==> src/rtl/keypad_pkg.sv <==
// Shared types and helpers for the 4x4 matrix keypad scanner.
package keypad_pkg;

    localparam int NUM_ROWS = 4;
    localparam int NUM_COLS = 4;
    localparam int NUM_KEYS = NUM_ROWS * NUM_COLS;

    typedef logic [3:0] key_code_t;

    typedef enum logic [1:0] {
        IDLE  = 2'd0,
        COUNT = 2'd1,
        HELD  = 2'd2
    } deb_state_t;

    function automatic logic [4:0] snap_popcount(input logic [NUM_KEYS-1:0] snap);
        logic [4:0] n;
        n = 5'd0;
        for (int i = 0; i < NUM_KEYS; i++) begin
            n = n + {4'd0, snap[i]};
        end
        return n;
    endfunction

    // Snapshot bits are ordered col*4+row; key codes are row*4+col.
    function automatic key_code_t snap_to_code(input logic [NUM_KEYS-1:0] snap);
        logic [3:0] bit_idx;
        bit_idx = 4'd0;
        for (int i = 0; i < NUM_KEYS; i++) begin
            if (snap[i]) begin
                bit_idx = 4'(i);
            end
        end
        return {bit_idx[1:0], bit_idx[3:2]};
    endfunction

endpackage

==> src/rtl/keypad_scanner_sync2.sv <==
// Parameterised-width two-flop synchroniser; resets to all ones (idle rows).
module sync2 #(
    parameter int WIDTH = 4
) (
    input  logic             clk,
    input  logic             reset,
    input  logic [WIDTH-1:0] d,
    output logic [WIDTH-1:0] q
);

    logic [WIDTH-1:0] stage1_r;
    logic [WIDTH-1:0] stage2_r;

    // Two-stage metastability filter.
    always_ff @(posedge clk) begin
        if (reset) begin
            stage1_r <= {WIDTH{1'b1}};
            stage2_r <= {WIDTH{1'b1}};
        end else begin
            stage1_r <= d;
            stage2_r <= stage1_r;
        end
    end

    assign q = stage2_r;

endmodule

==> src/rtl/keypad_scanner.sv <==
// 4x4 keypad column scanner with frame-level classification and debounce.
// Emits a one-cycle key_valid pulse when a single key has been stable long enough.
module keypad_scanner
    import keypad_pkg::*;
#(
    parameter int SCAN_CYCLES     = 256,
    parameter int DEBOUNCE_FRAMES = 4
) (
    input  logic      clk,
    input  logic      reset,
    input  logic [3:0] row_n,
    output logic [3:0] col_n,
    output logic      key_valid,
    output key_code_t key_code,
    output logic      key_held
);

    localparam int SLOT_W = $clog2(SCAN_CYCLES);
    localparam int CNT_W  = $clog2(DEBOUNCE_FRAMES + 1);
    localparam logic [SLOT_W-1:0] SLOT_LAST  = SLOT_W'(SCAN_CYCLES - 1);
    localparam logic [CNT_W-1:0]  CNT_TARGET = CNT_W'(DEBOUNCE_FRAMES);
    localparam logic [CNT_W-1:0]  CNT_ONE    = CNT_W'(1);
    localparam bit DIRECT_HELD = (DEBOUNCE_FRAMES == 1);

    logic [3:0]          rows_sync_s;
    logic [SLOT_W-1:0]   slot_cnt_r;
    logic [1:0]          col_idx_r;
    logic [3:0]          col_n_r;
    logic [NUM_KEYS-1:0] snapshot_r;
    logic [NUM_KEYS-1:0] frame_snap_s;
    logic                slot_end_s;
    logic                frame_end_s;
    logic                present_s;
    key_code_t           cand_s;
    deb_state_t          state_r, state_nxt_s;
    logic [CNT_W-1:0]    cnt_r, cnt_nxt_s;
    key_code_t           cand_r, cand_nxt_s;
    logic                accept_s;
    logic                key_valid_r;
    key_code_t           key_code_r;
    logic                key_held_r;

    sync2 #(.WIDTH(NUM_ROWS)) u_row_sync (
        .clk   (clk),
        .reset (reset),
        .d     (row_n),
        .q     (rows_sync_s)
    );

    assign slot_end_s  = (slot_cnt_r == SLOT_LAST);
    assign frame_end_s = slot_end_s && (col_idx_r == 2'd3);

    // Snapshot as it will look once the current column's rows are merged in.
    always_comb begin
        frame_snap_s = snapshot_r;
        frame_snap_s[{col_idx_r, 2'b00} +: 4] = ~rows_sync_s;
    end

    assign present_s = (snap_popcount(frame_snap_s) == 5'd1);
    assign cand_s    = snap_to_code(frame_snap_s);

    // Slot counter, column rotation and per-frame snapshot capture.
    always_ff @(posedge clk) begin
        if (reset) begin
            slot_cnt_r <= {SLOT_W{1'b0}};
            col_idx_r  <= 2'd0;
            col_n_r    <= 4'b1110;
            snapshot_r <= {NUM_KEYS{1'b0}};
        end else begin
            if (slot_end_s) begin
                slot_cnt_r <= {SLOT_W{1'b0}};
                col_idx_r  <= col_idx_r + 2'd1;
                col_n_r    <= {col_n_r[2:0], col_n_r[3]};
                snapshot_r <= frame_end_s ? {NUM_KEYS{1'b0}} : frame_snap_s;
            end else begin
                slot_cnt_r <= slot_cnt_r + SLOT_W'(1);
            end
        end
    end

    // Debounce next-state logic, advanced only at frame end.
    always_comb begin
        state_nxt_s = state_r;
        cnt_nxt_s   = cnt_r;
        cand_nxt_s  = cand_r;
        accept_s    = 1'b0;
        if (frame_end_s) begin
            case (state_r)
                IDLE, HELD: begin
                    if (!present_s) begin
                        state_nxt_s = IDLE;
                        cnt_nxt_s   = {CNT_W{1'b0}};
                    end else if ((state_r == HELD) && (cand_s == cand_r)) begin
                        state_nxt_s = HELD;
                    end else begin
                        cand_nxt_s  = cand_s;
                        cnt_nxt_s   = CNT_ONE;
                        state_nxt_s = DIRECT_HELD ? HELD : COUNT;
                        accept_s    = DIRECT_HELD;
                    end
                end
                COUNT: begin
                    if (!present_s) begin
                        state_nxt_s = IDLE;
                        cnt_nxt_s   = {CNT_W{1'b0}};
                    end else if (cand_s == cand_r) begin
                        cnt_nxt_s = (cnt_r == CNT_TARGET) ? cnt_r : cnt_r + CNT_ONE;
                        if (cnt_nxt_s == CNT_TARGET) begin
                            state_nxt_s = HELD;
                            accept_s    = 1'b1;
                        end else begin
                            state_nxt_s = COUNT;
                        end
                    end else begin
                        cand_nxt_s  = cand_s;
                        cnt_nxt_s   = CNT_ONE;
                        state_nxt_s = DIRECT_HELD ? HELD : COUNT;
                        accept_s    = DIRECT_HELD;
                    end
                end
                default: begin
                    state_nxt_s = IDLE;
                    cnt_nxt_s   = {CNT_W{1'b0}};
                end
            endcase
        end else begin
            state_nxt_s = state_r;
        end
    end

    // Debounce state and registered key outputs.
    always_ff @(posedge clk) begin
        if (reset) begin
            state_r     <= IDLE;
            cnt_r       <= {CNT_W{1'b0}};
            cand_r      <= 4'd0;
            key_valid_r <= 1'b0;
            key_code_r  <= 4'd0;
            key_held_r  <= 1'b0;
        end else begin
            state_r     <= state_nxt_s;
            cnt_r       <= cnt_nxt_s;
            cand_r      <= cand_nxt_s;
            key_valid_r <= accept_s;
            key_held_r  <= (state_nxt_s == HELD);
            if (accept_s) begin
                key_code_r <= cand_nxt_s;
            end
        end
    end

    assign col_n     = col_n_r;
    assign key_valid = key_valid_r;
    assign key_code  = key_code_r;
    assign key_held  = key_held_r;

endmodule

==> config.mk <==
export PLATFORM = sky130hd
export DESIGN_NAME = keypad_scanner
export DESIGN_NICKNAME = d
export VERILOG_FILES = /design/src/rtl/keypad_pkg.sv /design/src/rtl/keypad_scanner_sync2.sv /design/src/rtl/keypad_scanner.sv
export SDC_FILE = /design/constraint.sdc
export NUM_CORES = 1
export LEC_CHECK = 0
export BUFFER_PORTS_ARGS = -buffer_cell sky130_fd_sc_hd__buf_4
export CORE_AREA = 2 2 82 84
export CTS_CLUSTER_SIZE = 25
export DETAILED_ROUTE_END_ITERATION = 10
export DIE_AREA = 0 0 84 86
export HOLD_SLACK_MARGIN = 0.1
export PLACE_DENSITY = 0.72
export RECOVER_POWER = 100
export SLEW_MARGIN = 5
export SYNTH_ARGS = -nofsm -noshare
export SYNTH_HDL_FRONTEND = slang
export SYNTH_SLANG_ARGS = --single-unit
export TNS_END_PERCENT = 5
==> constraint.sdc <==
create_clock -name clk -period 7.6 [get_ports clk]
set_input_delay 0.76 -clock clk [delete_from_list [all_inputs] [get_ports clk]]
set_output_delay 0.76 -clock clk [all_outputs]
set_load 0.01 [all_outputs]
==> flow_summary_export.csv, run 1 <==
group,metric,value,unit
status,status,"finished with violations",
status,violations,"capacitance limit, slew limit",
route,routed_via_density,5.92,
timing,setup-tns-final,0,ns
worst_setup_path,cp_max_fo,14,
final_layout,final_area,3520,µm²
floorplanning,rows,29,
timing,fin_hold_ws,0.418,ns
cts,clock_path_buffers,2,
floorplanning,initial_utilization,53.5,%
global_routing,grt-ovfl-total,0,
pwr,ir_drop,0.139,mV
cts,cts_sinks,53,
cts,root_buffer,"clkbuf_8",
timing,worst_slew_pin_slew,2.00,ns
pwr,power_leakage,0.00130,µW
floorplanning,dieArea,7220,µm²
timing,rsz0062_at_grt,"false",
global_routing,grt_start_max_net_pins,48,
floorplanning,num_io_pins,16,
global_routing,grtUsageTotal,20.6,%
floorplanning,die_w,84,µm
final_layout,syn2layout_area_growth,4.80,%
timing,max_slew_margin,-33.6,%
cts,htreeDepth,2,
timing,setup_viol,0,
final_layout,mostFrequentLayoutCell,"dfxtp_1",
yosys,netlist_area,3360,µm²
route,drc,0,
placement,place_congestion,0.870,
pwr,power,522,µW
final_layout,layout.nets,414,
route,drt_wl_total,7150,µm
placement,placed_area,3470,µm²
yosys,async_flop_share,0,%
worst_setup_path,critical_path_class,"reg -> reg",
cts,cts_tree,"built",
placement,dp_hpwl,5220,µm
cts,cts_hold_buffers,0,
worst_setup_path,arrival,6.72,ns
yosys,synth_edf_count,0,
hold_path,min_from,"u_row_sync.stage1_r[1]$_SDFF_PP1_",
global_routing,antenna_found_initial,0,
yosys,ys_warn_count,0,
flow_run,cap_viol_max_count,1,
yosys,synth_seq_cells,53,
final_layout,layout-drive-gt1-share,11.4,%
global_routing,grt_pass1_vias,2622,
cts,clk_pin_slew,0.11,ns
worst_setup_path,critPathRequiredTime,7.72,ns
yosys,ys_types,70,
cts,postCtsSetupRepairBufs,0,
timing,hold_violations,0,
route,wl_per_cell,15.4,µm
yosys,synth_area_leader_cell,"dfxtp_1",
timing,min_period_over_period,86.9,%
pwr,switching_power,126,µW
timing,fin_crit,6.60,ns
cts,numCtsBuffers,5,
yosys,ys.flop_type,"dfxtp_1",
placement,io_buffer_count,15,
timing,finalMaxSlewViolations,48,
yosys,avgSynthCellArea,8.73,µm²
route,dr.first_iter.drc_count,179,
cts,clock_latency,0.31,ns
pwr,power.internal,396,µW
yosys,synth_fp_nets,414,
cts,ctsResizeCount,0,
pwr,p_per_area,148,nW/µm²
pwr,switching_share,24.1,%
final_layout,layout_common_cells,"dfxtp_1, nor2_1, a21oi_1",
global_routing,grt_pass1_wl,12200,µm
worst_setup_path,reg2reg_from,"col_idx_r[0]$_SDFFE_PP0P_",
timing,max_freq,151,MHz
route,first_pass_iters,5,
worst_setup_path,startpoint,"col_idx_r[0]$_SDFFE_PP0P_",
hold_path,hold_class,"reg -> reg",
worst_setup_path,cp-end-kind,"flop",
route,ant_nets,0,
timing,worst_slack,0.999,ns
yosys,syn_inst,385,
route,vias,2741,
pwr,p_seq_share,54.6,%
final_layout,antenna_cells,0,
yosys,synth_top_area_share,31.6,%
pwr,comb_power_share,6.6,%
yosys,yosys-top-cells-area,"dfxtp_1, fa_1, a21oi_1",
worst_setup_path,start_kind,"flop",
floorplanning,die_height,86,µm
placement,pre_cts_slack,1.10,ns
floorplanning,placeableCoreArea,6280,µm²
timing,clock-skew-final,0.0105,ns
pwr,clockPowerShare,38.8,%
yosys,yosysSeqAreaShare,31.6,%
## final cells by class
class / instances / area, µm²
flip-flops and latches: 53 / 1060
clock buffers: 5 / 68.8
repair buffers: 16 / 78.8
inverters: 33 / 124
multi-input cells: 276 / 2040
clock inverters: 3 / 50.0
fillers: 599 / 2760
well taps: 77 / 96.3
## cell usage after synthesis, types with 3 or more instances
cell	instances
inv_1	32
mux2i_1	6
a211o_1	3
o21ai_0	8
nor3_1	21
xnor2_1	4
and2_1	3
nand2_1	26
a21oi_1	36
nor4b_1	6
a211oi_1	7
nand3_1	18
ha_1	13
o32a_1	4
and3_1	4
nand2b_1	5
nor2_1	36
or2_2	8
o32a_4	3
o32ai_1	3
buf_2	4
dfxtp_1	53
clkbuf_1	14
mux2_2	3
fa_1	10
## cells by family (layout without fill, tap and decap cells)
group	count (synthesis)	in the layout	share of synthesized area [%]
flops	53	53	31.6
compound gates	88	88	20.9
simple gates	146	146	23.8
mux	11	11	3.80
fa+ha+maj	25	25	11.4
buf+inv	56	57	6.89
xor+xnor	6	6	1.56
## metrics by stage
stage          std cells  utilization, %
6_report             463            56.1
5_1_grt              463            56.1
4_1_cts              463            57.2
3_5_place_dp         455            55.3
3_3_place_gp         455            55.3
2_1_floorplan        385               -
## layer usage
layer / up-vias / GRT usage, % / wire (µm)
met1: 1315 / 26.1 / 3350
li1: 1364 / - / -
met2: 58 / 36.0 / 3460
met5: - / 0 / 0
met3: 4 / 4.43 / 263
met4: 0 / 5.13 / 65
## path summary, 6_finish.rpt
check,to,slack (ns),cells after the start
min,u_row_sync.q[1]$_SDFF_PP1_,0.42,1
max,key_held$_SDFF_PP0_,1.0,19
max reg2reg,key_held$_SDFF_PP0_,1.0,19
min reg2reg,u_row_sync.q[1]$_SDFF_PP1_,0.42,1
## critical path: stages, from the launching register on
cell and delay [ns]:
dfxtp_1 0.62, inv_1 0.16, ha_1 0.52, nand3b_1 0.32
o32ai_1 0.61, fa_1 0.49, inv_1 0.08, fa_1 0.43
fa_1 0.50, fa_1 0.49, inv_1 0.04, ha_1 0.20
fa_1 0.44, nor4b_1 0.39, nand2_1 0.21, nor2_1 0.29
o21ai_0 0.13, a31o_2 0.23, a21oi_1 0.20, a211oi_2 0.07
## registers in the layout, summed over array words and instances (netlist names)
register	flops
state_r	2
key_held	1
key_code	4
u_row_sync.q	4
u_row_sync.stage1_r	4
slot_cnt_r	8
col_n	4
col_idx_r	2
cnt_r	3
cand_r	4
key_valid	1
snapshot_r	16
## power by group through the flow
stage / Sequential (µW) / Combinational (µW) / Clock (µW)
6_report: 285 / 34.7 / 202
5_1_grt: 285 / 38.6 / 220
4_1_cts: 285 / 35.1 / 207
3_5_place_dp: 291 / 34.9 / 0
3_3_place_gp: 291 / 34.0 / 0
2_1_floorplan: 289 / 28.6 / 0
(Power assumes the default switching activity.)
==> run 2: changes to the inputs <==
--- a/config.mk
+++ b/config.mk
@@ -12,7 +12,7 @@
 export DIE_AREA = 0 0 84 86
 export HOLD_SLACK_MARGIN = 0.1
 export PLACE_DENSITY = 0.72
-export RECOVER_POWER = 100
+export RECOVER_POWER = 50
 export SLEW_MARGIN = 5
 export SYNTH_ARGS = -nofsm -noshare
 export SYNTH_HDL_FRONTEND = slang
==> flow_summary_export.csv, run 2 (synthesized netlist as in run 1, its figures left out) <==
group,metric,value,unit
status,status,"finished with violations",
status,violations,"capacitance limit, slew limit",
placement,io_buffer_count,15,
route,drc,0,
placement,dp_cells,455,
cts,clock_latency,0.31,ns
global_routing,antenna_found_initial,0,
route,met1Wirelength,3340,µm
global_routing,grt-ovfl-total,0,
route,vias,2735,
floorplanning,die_height,86,µm
pwr,ir_drop,0.138,mV
route,routed_via_density,5.91,
worst_setup_path,critical_path_class,"reg -> reg",
worst_setup_path,crit_top_cell,"fa_1",
final_layout,syn2layout_area_growth,5.55,%
pwr,power.internal,396,µW
timing,max_slew_margin,-33.4,%
cts,numCtsBuffers,5,
worst_setup_path,critical_path.max_stage_delay,0.68,ns
timing,rsz0062_at_grt,"false",
worst_setup_path,reg2reg_to,"key_held$_SDFF_PP0_",
final_layout,antenna_cells,0,
cts,postCtsSetupRepairBufs,0,
worst_setup_path,cp_num_buf_inv,2,
worst_setup_path,reg2reg_from,"col_idx_r[0]$_SDFFE_PP0P_",
pwr,switching_share,24.1,%
route,ant_nets,0,
worst_setup_path,start_kind,"flop",
final_layout,layout_common_cells,"dfxtp_1, nor2_1, a21oi_1",
pwr,clockPowerShare,38.7,%
cts,htreeDepth,2,
worst_setup_path,cpMaxStageDelayCell,"dfxtp_1",
worst_setup_path,critPathTopFamily,"adder cells",
worst_setup_path,cp_num_cells,18,
final_layout,fin_cells,463,
route,first_pass_iters,5,
cts,cts_tree,"built",
worst_setup_path,rrSetupSlack,0.99,ns
flow_run,cap_viol_max_count,1,
final_layout,fillers,593,
route,drt_wl_total,7130,µm
placement,dp_hpwl,5220,µm
pwr,p_seq_share,54.6,%
floorplanning,num_io_pins,16,
floorplanning,initial_utilization,53.5,%
timing,fin_crit,6.61,ns
cts,root_buffer,"clkbuf_8",
route,dr.max_layer_used,"met4",
final_layout,layout-drive-gt1-share,12.2,%
final_layout,largestRegisters,"snapshot_r (16), slot_cnt_r (8)",
worst_setup_path,worst_r2r_path_depth,18,
floorplanning,die_w,84,µm
placement,place_congestion,0.870,
pwr,comb_power_share,6.7,%
global_routing,grtUsageTotal,20.6,%
route,wl_met3,252,µm
timing,setup-tns-final,0,ns
timing,hold_violations,0,
route,route.met2.wl,3470,µm
pwr,switching_power,126,µW
cts,clk_pin_slew,0.11,ns
worst_setup_path,arrival,6.73,ns
worst_setup_path,cp_max_fo,14,
route,wl_per_cell,15.4,µm
final_layout,largest_register,"snapshot_r",
cts,cts_hold_buffers,0,
hold_path,min_from,"u_row_sync.stage1_r[1]$_SDFF_PP1_",
cts,ctsResizeCount,0,
timing,setup_viol,0,
hold_path,hold_class,"reg -> reg",
cts,clock_path_buffers,2,
global_routing,grt_pass1_vias,2622,
global_routing,grt_start_max_net_pins,48,
worst_setup_path,worstPathCellList,"inv_1 -> ha_1 -> or3b_4 -> o32a_4 -> fa_1 -> fa_1 -> fa_1 -> fa_1 -> inv_1 -> ha_1 -> fa_1 -> nor4b_1 -> nand2_1 -> nor2_1 -> o21ai_0 -> a31o_2 -> a21oi_1 -> a211oi_2",
route,dr.first_iter.drc_count,169,
worst_setup_path,startpoint,"col_idx_r[0]$_SDFFE_PP0P_",
floorplanning,placeableCoreArea,6280,µm²
pwr,power_leakage,0.00134,µW
timing,min_period_over_period,87.0,%
final_layout,largest_register_ffs,16,
global_routing,grt_pass1_wl,12200,µm
worst_setup_path,critPathRequiredTime,7.72,ns
floorplanning,rows,29,
timing,finalMaxSlewViolations,48,
cts,cts_sinks,53,
final_layout,layout.nets,414,
final_layout,mostFrequentLayoutCell,"dfxtp_1",
timing,max_freq,151,MHz
timing,clock-skew-final,0.00918,ns
pwr,p_per_area,147,nW/µm²
worst_setup_path,cp-end-kind,"flop",
timing,worst_slew_pin_slew,2.00,ns
worst_setup_path,crit_end,"key_held$_SDFF_PP0_",
floorplanning,dieArea,7220,µm²
-- run 2: power by group through the flow --
stage,registers (µW),logic (µW),clock network (µW)
6_report,285,35.0,202
5_1_grt,285,39.0,220
4_1_cts,285,35.1,207
3_5_place_dp,291,34.9,0
3_3_place_gp,291,34.0,0
2_1_floorplan,289,28.6,0
-- run 2: layer usage --
layer	vias to the layer above	GRT usage, %
li1	1366	-
met1	1301	26.1
met2	62	36.0
met3	6	4.43
met4	0	5.13
met5	-	0
-- run 2: worst min path at each step --
| stage | end | depth (start not counted) |
|---|---|---|
| finish | u_row_sync.q[1]$_SDFF_PP1_ | 1 |
| global route | u_row_sync.q[1]$_SDFF_PP1_ | 1 |
| CTS | u_row_sync.q[1]$_SDFF_PP1_ | 1 |
| detailed placement | u_row_sync.q[1]$_SDFF_PP1_ | 1 |
| global placement | u_row_sync.q[3]$_SDFF_PP1_ | 1 |
| floorplan | u_row_sync.q[0]$_SDFF_PP1_ | 1 |
-- run 2: cell type report --
type / count / area, µm² / share of cell area, %
flip-flops and latches: 53 / 1060 / 29.9
repair buffers: 16 / 78.8 / 2.22
clock buffers: 5 / 68.8 / 1.94
clock inverters: 3 / 50.0 / 1.41
multi-input cells: 276 / 2070 / 58.3
inverters: 33 / 124 / 3.49
well taps: 77 / 96.3 / 2.72
-- run 2: worst register-to-register path, cell delays in order (launching register included) --
cell      delay [ns]
dfxtp_1         0.68
inv_1           0.17
ha_1            0.50
or3b_4          0.49
o32a_4          0.41
fa_1            0.56
fa_1            0.43
fa_1            0.47
fa_1            0.49
inv_1           0.04
ha_1            0.20
fa_1            0.44
nor4b_1         0.39
nand2_1         0.21
nor2_1          0.29
o21ai_0         0.14
a31o_2          0.23
a21oi_1         0.20
a211oi_2        0.07
-- run 2: per-stage QoR --
stage / hold WS (ns) / util [%] / total power [µW] / worst slack (ns) / cell area, µm²
after detailed placement: 0.399 / 55.3 / 326 / 1.10 / 3470
final: 0.418 / 56.5 / 522 / 0.989 / 3550
after floorplan: 0.389 / - / 317 / 1.72 / 3360
after global routing: 0.440 / 56.5 / 545 / 0.599 / 3550
after global placement: 0.393 / 55.3 / 325 / 1.30 / 3470
after CTS: 0.422 / 57.2 / 526 / 1.06 / 3590
